## config.mk

```make
export PLATFORM = sky130hd
export DESIGN_NAME = alarm_ring_flat
export DESIGN_NICKNAME = d
export VERILOG_FILES = /design/src/rtl/alarm_pkg.sv /design/src/rtl/alarm_ring_if.sv /design/src/rtl/alarm_sec_counter.sv /design/src/rtl/alarm_ring.sv /design/src/flat_wrapper.sv
export SDC_FILE = /design/constraint.sdc
export NUM_CORES = 1
export LEC_CHECK = 0
export ABC_AREA = 1
export CELL_PAD_IN_SITES_DETAIL_PLACEMENT = 0
export CELL_PAD_IN_SITES_GLOBAL_PLACEMENT = 2
export CORE_ASPECT_RATIO = 1.75
export CORE_MARGIN = 4
export CORE_UTILIZATION = 26
export DETAILED_ROUTE_END_ITERATION = 10
export GPL_TIMING_DRIVEN = 1
export PLACE_DENSITY = 0.84
export SKIP_CTS_REPAIR_TIMING = 1
export SLEW_MARGIN = 30
export SYNTH_ARGS = -nofsm -noshare
export SYNTH_HDL_FRONTEND = slang
export SYNTH_HIERARCHICAL = 1
export SYNTH_SLANG_ARGS = --single-unit
```

## constraint.sdc

```tcl
create_clock -name clock -period 2.8 [get_ports clock]
set_input_delay 0.56 -clock clock [delete_from_list [all_inputs] [get_ports clock]]
set_output_delay 0.56 -clock clock [all_outputs]
set_load 0.02 [all_outputs]
```

## src/rtl/alarm_pkg.sv

```systemverilog
// Shared definitions for the alarm ring controller: state encoding and default timing.
package alarm_pkg;

  typedef enum logic [1:0] {
    StIdle   = 2'd0,
    StRing   = 2'd1,
    StSnooze = 2'd2
  } alarm_state_e;

  localparam int unsigned RingSecondsDefault   = 60;
  localparam int unsigned SnoozeSecondsDefault = 300;
  localparam int unsigned MaxSnoozeDefault     = 3;

  localparam int unsigned SecCntWidth = 9;
  localparam int unsigned SnzCntWidth = 8;

endpackage

```

## src/rtl/alarm_ring_if.sv

```systemverilog
// Time/alarm inputs, keys and annunciator outputs of the alarm ring controller.
interface alarm_ring_if;

  logic       second_tick;
  logic [7:0] hour_data;
  logic [7:0] minute_data;
  logic [7:0] second_data;
  logic [7:0] alarm_hour;
  logic [7:0] alarm_minute;
  logic       alarm_enable;
  logic       stop_key;
  logic       snooze_key;
  logic       buzzer;
  logic       ringing;
  logic       snooze_active;

  modport master (
    output second_tick, hour_data, minute_data, second_data,
    output alarm_hour, alarm_minute, alarm_enable, stop_key, snooze_key,
    input  buzzer, ringing, snooze_active
  );

  modport slave (
    input  second_tick, hour_data, minute_data, second_data,
    input  alarm_hour, alarm_minute, alarm_enable, stop_key, snooze_key,
    output buzzer, ringing, snooze_active
  );

endinterface

```

## src/rtl/alarm_sec_counter.sv

```systemverilog
// Saturating seconds counter; clear has priority over tick.
module alarm_sec_counter #(
  parameter int unsigned Width = 9
) (
  input  logic             clock,
  input  logic             reset,
  input  logic             clear,
  input  logic             tick,
  output logic [Width-1:0] count
);

  logic [Width-1:0] count_d;

  always_comb begin
    count_d = count;
    if (clear) begin
      count_d = '0;
    end else if (tick && (count != {Width{1'b1}})) begin
      count_d = count + 1'b1;
    end
  end

  always_ff @(posedge clock or posedge reset) begin
    if (reset) begin
      count <= '0;
    end else begin
      count <= count_d;
    end
  end

endmodule

```

## src/rtl/alarm_ring.sv

```systemverilog
// Alarm event controller: IDLE -> RING on time match, with snooze, stop and auto-stop.
module alarm_ring
  import alarm_pkg::*;
#(
  parameter int unsigned RING_SECONDS   = RingSecondsDefault,
  parameter int unsigned SNOOZE_SECONDS = SnoozeSecondsDefault,
  parameter int unsigned MAX_SNOOZE     = MaxSnoozeDefault
) (
  input  logic        clock,
  input  logic        reset,
  alarm_ring_if.slave bus
);

  localparam logic [SecCntWidth-1:0] RingLast   = SecCntWidth'(RING_SECONDS - 1);
  localparam logic [SecCntWidth-1:0] SnoozeLast = SecCntWidth'(SNOOZE_SECONDS - 1);
  localparam logic [SnzCntWidth-1:0] MaxSnz     = SnzCntWidth'(MAX_SNOOZE);

  alarm_state_e           state_q, state_d;
  logic [SnzCntWidth-1:0] snz_cnt_q, snz_cnt_d;
  logic                   beep_q, beep_d;
  logic                   sec_clear, sec_tick;
  logic [SecCntWidth-1:0] sec_count;
  logic                   match;

  // Raw byte compare of the BCD fields; only meaningful on a tick clock.
  assign match = bus.alarm_enable &&
                 (bus.hour_data == bus.alarm_hour) &&
                 (bus.minute_data == bus.alarm_minute) &&
                 (bus.second_data == 8'h00);

  alarm_sec_counter #(
    .Width (SecCntWidth)
  ) u_sec_counter (
    .clock (clock),
    .reset (reset),
    .clear (sec_clear),
    .tick  (sec_tick),
    .count (sec_count)
  );

  always_comb begin
    state_d   = state_q;
    snz_cnt_d = snz_cnt_q;
    beep_d    = beep_q;
    sec_clear = 1'b0;
    sec_tick  = 1'b0;
    if (!bus.alarm_enable) begin
      state_d   = StIdle;
      snz_cnt_d = '0;
      beep_d    = 1'b0;
      sec_clear = 1'b1;
    end else begin
      unique case (state_q)
        StIdle: begin
          sec_clear = 1'b1;
          beep_d    = 1'b0;
          if (bus.second_tick && match) begin
            state_d   = StRing;
            snz_cnt_d = '0;
            beep_d    = 1'b1;
          end
        end
        StRing: begin
          // Stop outranks snooze when both keys arrive together.
          if (bus.stop_key) begin
            state_d   = StIdle;
            sec_clear = 1'b1;
            beep_d    = 1'b0;
          end else if (bus.snooze_key && (snz_cnt_q < MaxSnz)) begin
            state_d   = StSnooze;
            sec_clear = 1'b1;
            snz_cnt_d = snz_cnt_q + 1'b1;
            beep_d    = 1'b0;
          end else if (bus.second_tick) begin
            if (sec_count == RingLast) begin
              state_d   = StIdle;
              sec_clear = 1'b1;
              beep_d    = 1'b0;
            end else begin
              sec_tick = 1'b1;
              beep_d   = ~beep_q;
            end
          end
        end
        StSnooze: begin
          if (bus.stop_key) begin
            state_d   = StIdle;
            sec_clear = 1'b1;
          end else if (bus.second_tick) begin
            if (sec_count == SnoozeLast) begin
              state_d   = StRing;
              sec_clear = 1'b1;
              beep_d    = 1'b1;
            end else begin
              sec_tick = 1'b1;
            end
          end
        end
        default: begin
          state_d   = StIdle;
          snz_cnt_d = '0;
          beep_d    = 1'b0;
          sec_clear = 1'b1;
        end
      endcase
    end
  end

  always_ff @(posedge clock or posedge reset) begin
    if (reset) begin
      state_q   <= StIdle;
      snz_cnt_q <= '0;
      beep_q    <= 1'b0;
    end else begin
      state_q   <= state_d;
      snz_cnt_q <= snz_cnt_d;
      beep_q    <= beep_d;
    end
  end

  // Decoded from registered state only, so reset silences the outputs at once.
  assign bus.ringing       = (state_q == StRing);
  assign bus.snooze_active = (state_q == StSnooze);
  assign bus.buzzer        = (state_q == StRing) && beep_q;

endmodule

```

## src/flat_wrapper.sv

```systemverilog
// flat-port wrapper written by rule: the top's interface ports become plain ports
module alarm_ring_flat import alarm_pkg::*;
#(
  parameter int unsigned RING_SECONDS   = RingSecondsDefault,
  parameter int unsigned SNOOZE_SECONDS = SnoozeSecondsDefault,
  parameter int unsigned MAX_SNOOZE     = MaxSnoozeDefault
)
  (clock, reset, bus_second_tick, bus_hour_data, bus_minute_data, bus_second_data, bus_alarm_hour, bus_alarm_minute, bus_alarm_enable, bus_stop_key, bus_snooze_key, bus_buzzer, bus_ringing, bus_snooze_active);
  alarm_ring_if bus_i ();
  input  logic clock;
  input  logic reset;
  input wire logic [$bits(bus_i.second_tick)-1:0] bus_second_tick;
  input wire logic [$bits(bus_i.hour_data)-1:0] bus_hour_data;
  input wire logic [$bits(bus_i.minute_data)-1:0] bus_minute_data;
  input wire logic [$bits(bus_i.second_data)-1:0] bus_second_data;
  input wire logic [$bits(bus_i.alarm_hour)-1:0] bus_alarm_hour;
  input wire logic [$bits(bus_i.alarm_minute)-1:0] bus_alarm_minute;
  input wire logic [$bits(bus_i.alarm_enable)-1:0] bus_alarm_enable;
  input wire logic [$bits(bus_i.stop_key)-1:0] bus_stop_key;
  input wire logic [$bits(bus_i.snooze_key)-1:0] bus_snooze_key;
  output wire logic [$bits(bus_i.buzzer)-1:0] bus_buzzer;
  output wire logic [$bits(bus_i.ringing)-1:0] bus_ringing;
  output wire logic [$bits(bus_i.snooze_active)-1:0] bus_snooze_active;
  assign bus_i.second_tick = bus_second_tick;
  assign bus_i.hour_data = bus_hour_data;
  assign bus_i.minute_data = bus_minute_data;
  assign bus_i.second_data = bus_second_data;
  assign bus_i.alarm_hour = bus_alarm_hour;
  assign bus_i.alarm_minute = bus_alarm_minute;
  assign bus_i.alarm_enable = bus_alarm_enable;
  assign bus_i.stop_key = bus_stop_key;
  assign bus_i.snooze_key = bus_snooze_key;
  assign bus_buzzer = bus_i.buzzer;
  assign bus_ringing = bus_i.ringing;
  assign bus_snooze_active = bus_i.snooze_active;
  alarm_ring #(.RING_SECONDS(RING_SECONDS), .SNOOZE_SECONDS(SNOOZE_SECONDS), .MAX_SNOOZE(MAX_SNOOZE)) u_core (.clock(clock), .reset(reset), .bus(bus_i));
endmodule
```

==> summary.md <==
| Metric | Value |
|---|---|
| Highest cell delay on the worst timing path | `0.60 ns` |
| Via count | `around 1600` |
| Residual DRC | `0` |
| Power per cell area | `between 300 and 400 nW/um^2` |
| Buf/Inv on CP | `3` |
| Fin nets | `roughly 360` |
| Startpoint type of the worst setup path | `register` |
| Cell-by-cell listing of the critical path | `inv_1 -> ha_1 -> nand2_1 -> inv_1 -> clkdlybuf4s50_1` |
| CTS Buf Count | `3` |
| Number of ports placed on the die boundary | `slightly below 50` |
| Max Root-Sink Buffers | `2` |
| Maximum resistive drop on vdd | `0.000274 V` |
| Quantity of I/O buffers inserted on ports | `48` |
| Fraction of layout cells with a size suffix above 1 | `5.28%` |
| Arrival @ worst endpoint | `approximately 1.8 ns` |
| CP Capture Type | `output pin` |
| Floorplan core area | `about 5900 um^2` |
| Number of storage elements in the synthesis netlist | `20` |
| Area overhead of the layout relative to synthesis | `39.4%` |
| Sequential cell area fraction in the yosys report | `roughly a third` |
| Destination of the worst register-to-register timing path | `u_core/u_sec_counter/count[7]` |
| Highest-count cells in the layout ignoring fill and taps | `nand2_1 (69), nor2_1 (50), clkdlybuf4s50_1 (48), inv_1 (42), dfrtp_1 (20)` |
| Placed wire-length estimate | `3980 um` |
| Number of synthesis warnings | `6` |
| Cell area after synthesis | `~1600 um^2` |
| CP Max Fanout | `6` |
| Overall die height | `between 100 and 150 um` |
| Largest net degree at the start of global routing | `12` |
| Most frequent CP cell | `inv_1` |
| Placement Rows | `37` |
| Mean number of vias per cell | `4.30` |
| Post-detailed-routing wire length | `around 4700 um` |
| Most area-hungry cell type in the Yosys netlist | `dfrtp_1` |
| Category of the critical setup timing path | `register to output pin` |
| Die area | `7470 um^2` |
| Post-route setup TNS | `0 ns` |
| Wire length of the first global-routing pass | `around 7400 um` |
| Post-layout power | `0.866 mW` |
| Initial antenna violation count | `0` |
| WL per Instance | `between 10 and 15 um` |
| Post-route clock period utilization | `a little over four fifths` |
| Vias in the first global route | `1664` |
| Final-report setup violation count | `0` |
| Routability-driven placement congestion ratio | `a little under 0.8` |
| Library cell contributing the largest single delay on the critical path | `clkdlybuf4s50_1` |
| Endpoints failing hold | `0` |
| Initial standard-cell utilization of the core | `between 20% and 30%` |
| Clock period minus final worst setup slack | `~2.4 ns` |
| Width of the die | `between 60 and 70 um` |
| Post-synth cell types | `25` |
| Nets in the synthesized netlist | `a little over 300` |
| Iteration-0 DRC Markers | `43` |
| TritonRoute pass-1 iters | `4` |
| Clock network latency to the later pin of the worst-skew pair | `0.26 ns` |
| Worst Min Path Start | `u_core/snz_cnt_q[7]` |
| Global Route Usage Sum | `between 10% and 20%` |
| Number of max-cap violations | `0` |
| Remaining global-route overflow | `0` |
| Total number of clock tree sinks | `20` |
| Worst endpoint required time | `between 2 and 2.5 ns` |
| Clock-pin slew on the worst setup and hold paths | `~0.07 ns` |
| Rel. slew slack | `between 70 and 80%` |
| Leakage | `1.06 nW` |
| Main area contributors after synthesis | `dfrtp_1 (32%), nand2_1 (16%), nor2_1 (12%)` |
| Diode count | `0` |
| Depth of the most critical reg-to-reg path | `11` |
| Most common cell after layout, fill and taps aside | `nand2_1` |
| Timing-limited maximum frequency | `about 420 MHz` |
| Worst Max-Slew Pin Slew | `0.439 ns` |
| Status | `finished clean` |
| Mean Syn Cell Area | `around 6.3 um^2` |
| Portion of synthesized cell area occupied by the leading cell type | `around a third` |
| Total count of max-transition violations in the final report | `0` |
| TritonCTS clock tree | `done` |
| Buffer type at the clock tree root | `clkbuf_8` |
| Final core area utilization | `between 30% and 40%` |
| Cells after synthesis | `between 200 and 300` |
| Worst hold endpoint | `u_core/snz_cnt_q[7]` |
| Hold crit path type | `register to register` |
| Antenna violation net count after detailed routing | `0` |
| Setup skew after layout | `between 0.005 and 0.006 ns` |
| Setup repair after global routing missed its margin | `no` |
| H-tree levels | `1` |
| Reg-to-reg critical path startpoint | `u_core/state_q[1]` |
| Worst R2R Setup Slack | `about 0.83 ns` |
| Worst path top cell family by delay | `buffers and inverters` |
| Worst hold stages | `2` |
layout make-up:
cell class / count / area (um^2)
multi-input cells: 186 / 908
repair buffers: 48 / 480
well taps: 78 / 97.6
fillers: 677 / 3710
flip-flops and latches: 20 / 500
clock buffers: 4 / 55.1
inverters: 45 / 170
Yosys cell counts, drive strengths merged:
cell      n
dfrtp    20
xnor2     2
buf       1
or2       4
o21ai    10
nor3b     1
ha        7
nand4     5
inv      43
nand3    19
nand2    71
o2111ai   1
clkinv    2
a31oi     1
a21oi     7
nor3      2
xor2      3
nor2     53
logic make-up (layout without fill, tap and decap cells):
logic type / after synthesis / in the layout / share of synthesized area [%]
AO/OA/AOI/OAI: 19 / 19 / 6.31
XOR/XNOR: 5 / 5 / 2.76
adder cells (fa/ha/maj): 7 / 7 / 5.52
buffers and inverters: 46 / 97 / 11.2
flip-flops: 20 / 20 / 31.5
AND/OR/NAND/NOR: 155 / 155 / 42.7
worst max path at each step:
stage                                               end  slack, ns  cells after the start               from
after floorplan           u_core/u_sec_counter/count[5]       0.98                     11  u_core/state_q[1]
after global placement    u_core/u_sec_counter/count[5]       0.52                     10   bus_alarm_enable
after detailed placement  u_core/u_sec_counter/count[5]       0.48                     10   bus_alarm_enable
after CTS                                    bus_buzzer       0.42                      5  u_core/state_q[1]
after global routing                         bus_buzzer       0.33                      5  u_core/state_q[1]
final                                        bus_buzzer       0.44                      5  u_core/state_q[1]
where the power goes:
part	total, mW	internal, mW	switching (mW)
registers	0.323	0.306	0.0170
clock network	0.222	0.125	0.0966
logic	0.321	0.145	0.176
total	0.866	0.577	0.290
flip-flops by register name, summed over array words and instances, names as in the netlist:
| register | count |
|---|---|
| u_core/state_q | 2 |
| u_core/u_sec_counter/count | 9 |
| u_core/beep_q | 1 |
| u_core/snz_cnt_q | 8 |
tightest hold or removal path: cells and delay by family (launching register included):
family	cells	cell delay, ns
buffers and inverters	1	0.05
flip-flops	1	0.38
AND/OR/NAND/NOR	1	0.04
routing by layer:
layer | vias up | part of all wire, % | global-route usage (%)
li1 | 878 | - | -
met1 | 708 | 38 | 12.8
met2 | 49 | 54 | 25.0
met3 | 2 | 8.0 | 2.22
met4 | 0 | 0.81 | 4.47
met5 | - | 0 | 0
stage by stage:
stage | hold slack [ns] | setup slack, ns | area, um^2 | std cells
floorplan | 0.388 | 0.975 | 1590 | 252
global placement | 0.486 | 0.523 | 2160 | 377
detailed placement | 0.487 | 0.485 | 2160 | 377
CTS | 0.502 | 0.419 | 2210 | 381
global route | 0.516 | 0.326 | 2210 | 381
finish | 0.498 | 0.437 | 2210 | 381
No activity file was read; power rests on OpenSTA's default activity.
